==> src/rtl/cr_lz77_comp_pkg.sv <==
// Shared types and defaults for the LZ77 compare tile sequencer.
package cr_lz77_comp_pkg;

  typedef enum logic [2:0] {
    ST_IDLE,
    ST_PREFIX,
    ST_RUN,
    ST_FLUSH,
    ST_CLEAR
  } tile_seq_state_e;

  localparam int FLUSH_CYC_DEF  = 8;
  localparam int PREFIX_MAX_DEF = 64;

endpackage

==> src/rtl/cr_lz77_comp_tile_seq.sv <==
// Frame sequencer for the LZ77 compare tile chain: prefix load, streaming
// compare, flush and valid clear, with every tile-facing output registered.
module cr_lz77_comp_tile_seq
  import cr_lz77_comp_pkg::*;
#(
  parameter int IN_BYTES   = 4,
  parameter int SHIFT_MULT = 4,
  parameter int PREFIX_MAX = PREFIX_MAX_DEF,
  parameter int FLUSH_CYC  = FLUSH_CYC_DEF,
  localparam int PW        = (SHIFT_MULT > 1) ? $clog2(SHIFT_MULT) : 1
) (
  input  logic                  i_clk,
  input  logic                  i_rst_n,
  input  logic                  i_in_vld,
  output logic                  o_in_rdy,
  input  logic [IN_BYTES*8-1:0] i_in_data,
  input  logic [IN_BYTES-1:0]   i_in_bvld,
  input  logic                  i_in_sof,
  input  logic                  i_in_eof,
  input  logic                  i_in_prefix,
  input  logic                  i_cl_stall,
  output logic [IN_BYTES*8-1:0] o_lz77_tile_data,
  output logic [IN_BYTES-1:0]   o_lz77_tile_data_vld,
  output logic [IN_BYTES*8-1:0] o_lz77_tile_prefix_data,
  output logic [IN_BYTES-1:0]   o_lz77_tile_prefix_data_vld,
  output logic                  o_prefix_en,
  output logic                  o_input_en,
  output logic                  o_shift_en,
  output logic                  o_me_tile_enable,
  output logic [PW-1:0]         o_shift_start_phase,
  output logic                  o_cl_ti_force_done,
  output logic                  o_cl_ti_clr_valid,
  output logic                  o_busy,
  output logic                  o_frame_done,
  output logic                  o_err_prefix_ovf,
  output logic                  o_err_partial,
  output logic                  o_err_sof
);

  localparam int PCW = $clog2(PREFIX_MAX + 1);
  localparam int FCW = (FLUSH_CYC > 1) ? $clog2(FLUSH_CYC) : 1;
  localparam logic [IN_BYTES-1:0] BVLD_FULL = '1;

  tile_seq_state_e r_state, w_next_state;
  logic [PW-1:0]   r_phase, w_phase_base, w_phase_nxt;
  logic [PCW-1:0]  r_pcnt, w_pcnt_base;
  logic [FCW-1:0]  r_fcnt;

  logic w_rdy, w_accept, w_sof_abort, w_prefix_word, w_data_word;
  logic w_pcnt_full, w_prefix_keep, w_flush_last;
  logic w_me, w_force, w_clr, w_busy, w_err_ovf, w_err_partial, w_err_sof;

  // Ready policy: IDLE only takes a frame start; a SOF inside a frame is held back.
  always_comb begin
    w_rdy = 1'b0;
    case (r_state)
      ST_IDLE:   w_rdy = i_in_vld & i_in_sof;
      ST_PREFIX: w_rdy = ~i_in_sof;
      ST_RUN:    w_rdy = ~i_in_sof & ~i_cl_stall;
      default:   w_rdy = 1'b0;
    endcase
  end

  assign o_in_rdy      = w_rdy;
  assign w_accept      = i_in_vld & w_rdy;
  assign w_sof_abort   = i_in_vld & i_in_sof & ((r_state == ST_PREFIX) | (r_state == ST_RUN));
  assign w_prefix_word = w_accept & i_in_prefix & ((r_state == ST_IDLE) | (r_state == ST_PREFIX));
  assign w_data_word   = w_accept & ~w_prefix_word;

  // A frame start restarts phase and prefix count within the same cycle.
  assign w_phase_base  = (r_state == ST_IDLE) ? '0 : r_phase;
  assign w_pcnt_base   = (r_state == ST_IDLE) ? '0 : r_pcnt;
  assign w_phase_nxt   = (w_phase_base == PW'(SHIFT_MULT - 1)) ? '0 : w_phase_base + PW'(1);
  assign w_pcnt_full   = (w_pcnt_base == PCW'(PREFIX_MAX));
  assign w_prefix_keep = w_prefix_word & ~w_pcnt_full;
  assign w_flush_last  = (r_fcnt == FCW'(FLUSH_CYC - 1));

  always_ff @(posedge i_clk or negedge i_rst_n) begin
    if (!i_rst_n) begin
      r_state <= ST_IDLE;
    end else begin
      r_state <= w_next_state;
    end
  end

  always_comb begin
    w_next_state = r_state;
    case (r_state)
      ST_IDLE: begin
        if (w_accept) begin
          if (i_in_eof)         w_next_state = ST_FLUSH;
          else if (i_in_prefix) w_next_state = ST_PREFIX;
          else                  w_next_state = ST_RUN;
        end
      end
      ST_PREFIX, ST_RUN: begin
        if (w_sof_abort) begin
          w_next_state = ST_FLUSH;
        end else if (w_accept) begin
          if (i_in_eof)           w_next_state = ST_FLUSH;
          else if (w_data_word)   w_next_state = ST_RUN;
        end
      end
      ST_FLUSH: begin
        if (w_flush_last && !i_cl_stall) w_next_state = ST_CLEAR;
      end
      ST_CLEAR: w_next_state = ST_IDLE;
      default:  w_next_state = ST_IDLE;
    endcase
  end

  always_comb begin
    w_me          = (r_state == ST_PREFIX) | (r_state == ST_RUN) | (r_state == ST_FLUSH);
    w_force       = (r_state == ST_FLUSH) & (r_fcnt == '0);
    w_clr         = (r_state == ST_CLEAR);
    w_busy        = (r_state != ST_IDLE);
    w_err_ovf     = w_prefix_word & w_pcnt_full;
    w_err_partial = w_data_word & (i_in_bvld != BVLD_FULL) & ~i_in_eof;
    w_err_sof     = w_sof_abort | (w_data_word & i_in_prefix);
  end

  // The flush counter saturates on its last value while the stall holds the exit.
  always_ff @(posedge i_clk or negedge i_rst_n) begin
    if (!i_rst_n) begin
      r_phase <= '0;
      r_pcnt  <= '0;
      r_fcnt  <= '0;
    end else begin
      if (w_data_word)                          r_phase <= w_phase_nxt;
      else if (w_accept && r_state == ST_IDLE)  r_phase <= '0;
      if (w_prefix_keep)                        r_pcnt  <= w_pcnt_base + PCW'(1);
      else if (w_accept && r_state == ST_IDLE)  r_pcnt  <= '0;
      if (r_state != ST_FLUSH)                  r_fcnt  <= '0;
      else if (!w_flush_last)                   r_fcnt  <= r_fcnt + FCW'(1);
    end
  end

  always_ff @(posedge i_clk or negedge i_rst_n) begin
    if (!i_rst_n) begin
      o_lz77_tile_data            <= '0;
      o_lz77_tile_data_vld        <= '0;
      o_lz77_tile_prefix_data     <= '0;
      o_lz77_tile_prefix_data_vld <= '0;
      o_prefix_en                 <= 1'b0;
      o_input_en                  <= 1'b0;
      o_shift_en                  <= 1'b0;
      o_me_tile_enable            <= 1'b0;
      o_shift_start_phase         <= '0;
      o_cl_ti_force_done          <= 1'b0;
      o_cl_ti_clr_valid           <= 1'b0;
      o_busy                      <= 1'b0;
      o_frame_done                <= 1'b0;
      o_err_prefix_ovf            <= 1'b0;
      o_err_partial               <= 1'b0;
      o_err_sof                   <= 1'b0;
    end else begin
      o_prefix_en        <= w_prefix_keep;
      o_input_en         <= w_data_word;
      o_shift_en         <= w_prefix_keep | w_data_word;
      o_me_tile_enable   <= w_me;
      o_cl_ti_force_done <= w_force;
      o_cl_ti_clr_valid  <= w_clr;
      o_busy             <= w_busy;
      o_frame_done       <= w_clr;
      o_err_prefix_ovf   <= w_err_ovf;
      o_err_partial      <= w_err_partial;
      o_err_sof          <= w_err_sof;
      if (w_data_word) begin
        o_lz77_tile_data     <= i_in_data;
        o_lz77_tile_data_vld <= i_in_bvld;
        o_shift_start_phase  <= w_phase_base;
      end
      if (w_prefix_keep) begin
        o_lz77_tile_prefix_data     <= i_in_data;
        o_lz77_tile_prefix_data_vld <= i_in_bvld;
      end
    end
  end

endmodule
==> config.mk <==
export PLATFORM = sky130hd
export DESIGN_NAME = cr_lz77_comp_tile_seq
export DESIGN_NICKNAME = d
export VERILOG_FILES = /design/src/rtl/cr_lz77_comp_pkg.sv /design/src/rtl/cr_lz77_comp_tile_seq.sv
export SDC_FILE = /design/constraint.sdc
export NUM_CORES = 1
export LEC_CHECK = 0
export ABC_AREA = 1
export BUFFER_PORTS_ARGS = -buffer_cell sky130_fd_sc_hd__buf_2
export CORE_MARGIN = 10
export CORE_UTILIZATION = 50
export DETAILED_ROUTE_END_ITERATION = 12
export HOLD_SLACK_MARGIN = 0.02
export PLACE_DENSITY = 0.78
export SLEW_MARGIN = 10
export SYNTH_ARGS = -nofsm -noshare
export SYNTH_HDL_FRONTEND = slang
export SYNTH_SLANG_ARGS = --single-unit
==> constraint.sdc <==
create_clock -name i_clk -period 3.2 [get_ports i_clk]
set_input_delay 0.64 -clock i_clk [delete_from_list [all_inputs] [get_ports i_clk]]
set_output_delay 0.64 -clock i_clk [all_outputs]
set_load 0.01 [all_outputs]
==> summary.md <==
| Metric | Value |
|---|---|
| Result of the run | finished clean |
| Remaining antenna violation count | 0 |
| # clock sinks | 99 |
| Post-Route Setup TNS | 0 ns |
| Power per cell area | ~900 nW/um^2 |
| Count of cells resized by post-cts repair | 0 |
| Flip-flop cell with the highest count after synthesis | sky130_fd_sc_hd__dfrtp_1 |
| Via count of the first global-routing pass | 3,269 |
| Crit Reg-Reg Endpoint | o_lz77_tile_prefix_data_vld[0]$_DFFE_PN0P_ |
| Count of port buffers added during placement | around 130 |
| Pin count of the biggest net entering global routing | 65 |
| Initial core utilization | 0.5093 |
| Transition time of the tightest slew-check pin | around 0.8 ns |
| Crit path max-delay cell type | sky130_fd_sc_hd__dfrtp_1 |
| Total leakage power | just under 3 nW |
| Clock-pin slew of the registers on the worst-case setup and hold paths | around 0.1 ns |
| Post-CTS repair timing setup buffer count | 0 |
| Core footprint | between 8000 and 9000 um^2 |
| Type of the setup path with the least slack | register to register |
| Final Cycle Share | 0.8242 |
| Deepest level of the CTS H-tree | 3 |
| Highest fanout seen on the critical path | 50 |
| Routed vias/inst | 4.920 |
| Unrepaired setup endpoints after global routing | false |
| Hold Vio Cnt, Final | 0 |
| Horizontal extent of the die | between 100 and 150 um |
| Sequential cell area | roughly 2500 um^2 |
| Startpoint of the lowest-slack register-to-register path | r_state[1]$_DFFE_PN0P_ |
| Number of pins exceeding their max-slew limit in the final report | 0 |
| Data required, critical path | 3.48 ns |
| Area of the mapped netlist | approximately 4200 um^2 |
| Arrival time at the worst endpoint | 2.91 ns |
| Post-Syn Area per Cell | about 9.4 um^2 |
| EDFF count, synth | 0 |
| Antenna cell count | 0 |
| Total CTS buffers | 9 |
| Hold Path Class | input port to asynchronous set/reset pin |
| Initial antenna violation count | 0 |
| Normalized max-slew margin | 0.4525 |
| Top library cells by usage in the layout, fill and taps aside | sky130_fd_sc_hd__buf_2 (127), sky130_fd_sc_hd__nand2_1 (120), sky130_fd_sc_hd__dfrtp_1 (99) |
| Endpoint kind of the worst setup timing path | register |
| Fraction of final layout cells sized beyond drive strength 1 | 0.2949 |
| Post-synth ARST share | 1.000 |
| Number of max-capacitance violations reported | 0 |
| Crit path time final | ~2.6 ns |
| Worst reg2reg path depth | 11 |
| Commonest non-fill, non-tap cell in the layout | sky130_fd_sc_hd__buf_2 |
| Clk Latency, worst-skew pair | 0.35 ns |
| Global-route usage over all layers | 0.1632 |
| Final Non-Filler Cells | 678 |
| GP Congestion | about 0.91 |
| Sequential cell area fraction in the yosys report | 0.5950 |
| Fin Clk Skew | 0.01265 ns |
| Most used cell along the critical path | sky130_fd_sc_hd__nand2_1 |
| Register-to-Register Setup Slack | approximately 0.56 ns |
| Clock tree from TritonCTS | built |
| Post-CTS Hold Buffers | 0 |
| Total Routed Length | just over 10 mm |
| Syn nets | 492 |
| Vertical die dimension | approximately 110 um |
| Total congestion overflow after global routing | 0 |
| Drc violations | 0 |
| First drt pass iteration count | 4 |
| Number of rows created at floorplan | 33 |
| Placed cell count | 662 |
| I/O pin total | ~130 |
| Synth-to-Final Area Change | 21.72% |
| Area occupied by multi-input gates | approximately 1300 um^2 |
| Instance count of the mapped netlist | between 400 and 500 |
| Fmax | about 380 MHz |
| Category of the worst setup path launch point | register |
| Clock root buffer master | sky130_fd_sc_hd__clkbuf_8 |
| Worst path cell trace | nor2_4 -> nand2_1 -> nand2_1 -> ha_1 -> nand3b_1 -> nor3_1 -> nand2_1 -> nand2_4 -> buf_4 -> nand2_1 -> o21ai_1 |
| Post-synth cell types | 34 |
| Crit-path max cell delay | between 0.4 and 0.5 ns |
| Global-route wire length before repair | about 17 mm |
| DRC violation total after the first TritonRoute iteration | 175 |
| Detail-routed net length per standard cell | 14.88 um |
| Final setup violation count | 0 |
| IR drop worst, VDD | 486.7 uV |
| Bufs on Longest Clock Path | 2 |
| Filler cell count | about 730 |
| Placed wire-length estimate after detailed placement | ~7.7 mm |
| Total number of yosys warnings | 0 |
| Synthesis-stage register bit count | 99 |
| Die Outline Area | approximately 12,000 um^2 |
| Via Count | between 3,000 and 4,000 |
| Final-stage net count | 616 |
==> per-stage QoR <==
step	setup slack (ns)	util	cell area [um^2]	total power, mW	hold WS, ns
final	0.5625	0.6200	5069	4.692	0.3675
after global routing	0.2754	0.6200	5069	5.066	0.4094
after CTS	0.5591	0.6200	5069	4.754	0.3980
after detailed placement	0.5801	0.5957	4870	3.948	0.4574
after global placement	0.7522	0.5957	4870	3.861	0.4430
after floorplan	1.337	-	4164	3.144	0.3444
==> flip-flops by register name, summed over array words and instances, names as in the netlist, 2 cells and up <==
name and cells:
r_pcnt 7, o_shift_start_phase 2, r_state 3, o_lz77_tile_prefix_data_vld 4, r_fcnt 3, r_phase 2
o_lz77_tile_data_vld 4, o_lz77_tile_prefix_data 32, o_lz77_tile_data 32
==> power breakdown <==
part | internal, mW | switching, mW
sequential | 1.77 | 0.304
combinational | 0.711 | 1.11
clock | 0.366 | 0.430
total | 2.84 | 1.85
==> cell type report <==
cell class / instances / share of cell area
clock inverters: 7 / 0.01481
flip-flops and latches: 99 / 0.4888
multi-input cells: 262 / 0.2617
well taps: 105 / 0.02592
clock buffers: 9 / 0.02444
repair buffers: 131 / 0.1363
inverters: 65 / 0.04814
==> layer usage <==
| metal | wire [um] | track usage | vias up |
|---|---|---|---|
| li1 | - | - | 1647 |
| met1 | 4408 | 0.2001 | 1572 |
| met2 | 4932 | 0.2755 | 113 |
| met3 | 701 | 0.05574 | 4 |
| met4 | 48 | 0.02656 | 0 |
| met5 | 0 | 0 | - |
==> worst max-delay path by stage <==
stage	start	endpoint	cells past startpoint
floorplan	r_state[1]$_DFFE_PN0P_	r_pcnt[5]$_DFFE_PN0P_	12
global placement	r_state[1]$_DFFE_PN0P_	o_lz77_tile_prefix_data[30]$_DFFE_PN0P_	11
detailed placement	r_state[1]$_DFFE_PN0P_	o_lz77_tile_prefix_data_vld[0]$_DFFE_PN0P_	11
CTS	r_state[1]$_DFFE_PN0P_	o_lz77_tile_prefix_data_vld[0]$_DFFE_PN0P_	11
global route	r_state[1]$_DFFE_PN0P_	o_lz77_tile_prefix_data_vld[0]$_DFFE_PN0P_	11
finish	r_state[1]$_DFFE_PN0P_	o_lz77_tile_prefix_data_vld[0]$_DFFE_PN0P_	11
==> synth_stat cells, types with 3 or more instances <==
master                    number  share of area
sky130_fd_sc_hd__buf_2        11          0.013
sky130_fd_sc_hd__buf_6         4          0.011
sky130_fd_sc_hd__dfrtp_1      99           0.59
sky130_fd_sc_hd__ha_1          5          0.015
sky130_fd_sc_hd__inv_1        61          0.055
sky130_fd_sc_hd__inv_2         3         0.0027
sky130_fd_sc_hd__nand2_1     120           0.11
sky130_fd_sc_hd__nand3_1      15          0.018
sky130_fd_sc_hd__nand3_2       3         0.0072
sky130_fd_sc_hd__nand4_1       3         0.0045
sky130_fd_sc_hd__nor2_1       13          0.012
sky130_fd_sc_hd__nor2_4        3         0.0081
sky130_fd_sc_hd__nor3_1        3         0.0036
sky130_fd_sc_hd__o21ai_0      39          0.047
sky130_fd_sc_hd__o21ai_1      33          0.040
sky130_fd_sc_hd__o21ai_2       6          0.013
==> cell families (layout without fill, tap and decap cells) <==
group	count (synthesis)	after routing	share of synthesized area
XOR/XNOR	3	3	0.006311
buffers and inverters	83	212	0.08653
AND/OR/NAND/NOR	170	170	0.1890
adder cells (fa/ha/maj)	5	5	0.01502
flip-flops	99	99	0.5950
AO/OA/AOI/OAI	84	84	0.1082
==> critical path, delay by kind of cell, from the launching register on <==
family	cells	cell delay (ns)
AO/OA/AOI/OAI	1	0.09
adder cells (fa/ha/maj)	1	0.17
buffers and inverters	1	0.38
flip-flops	1	0.46
AND/OR/NAND/NOR	8	1.45
No activity file was read; power rests on OpenSTA's default activity.
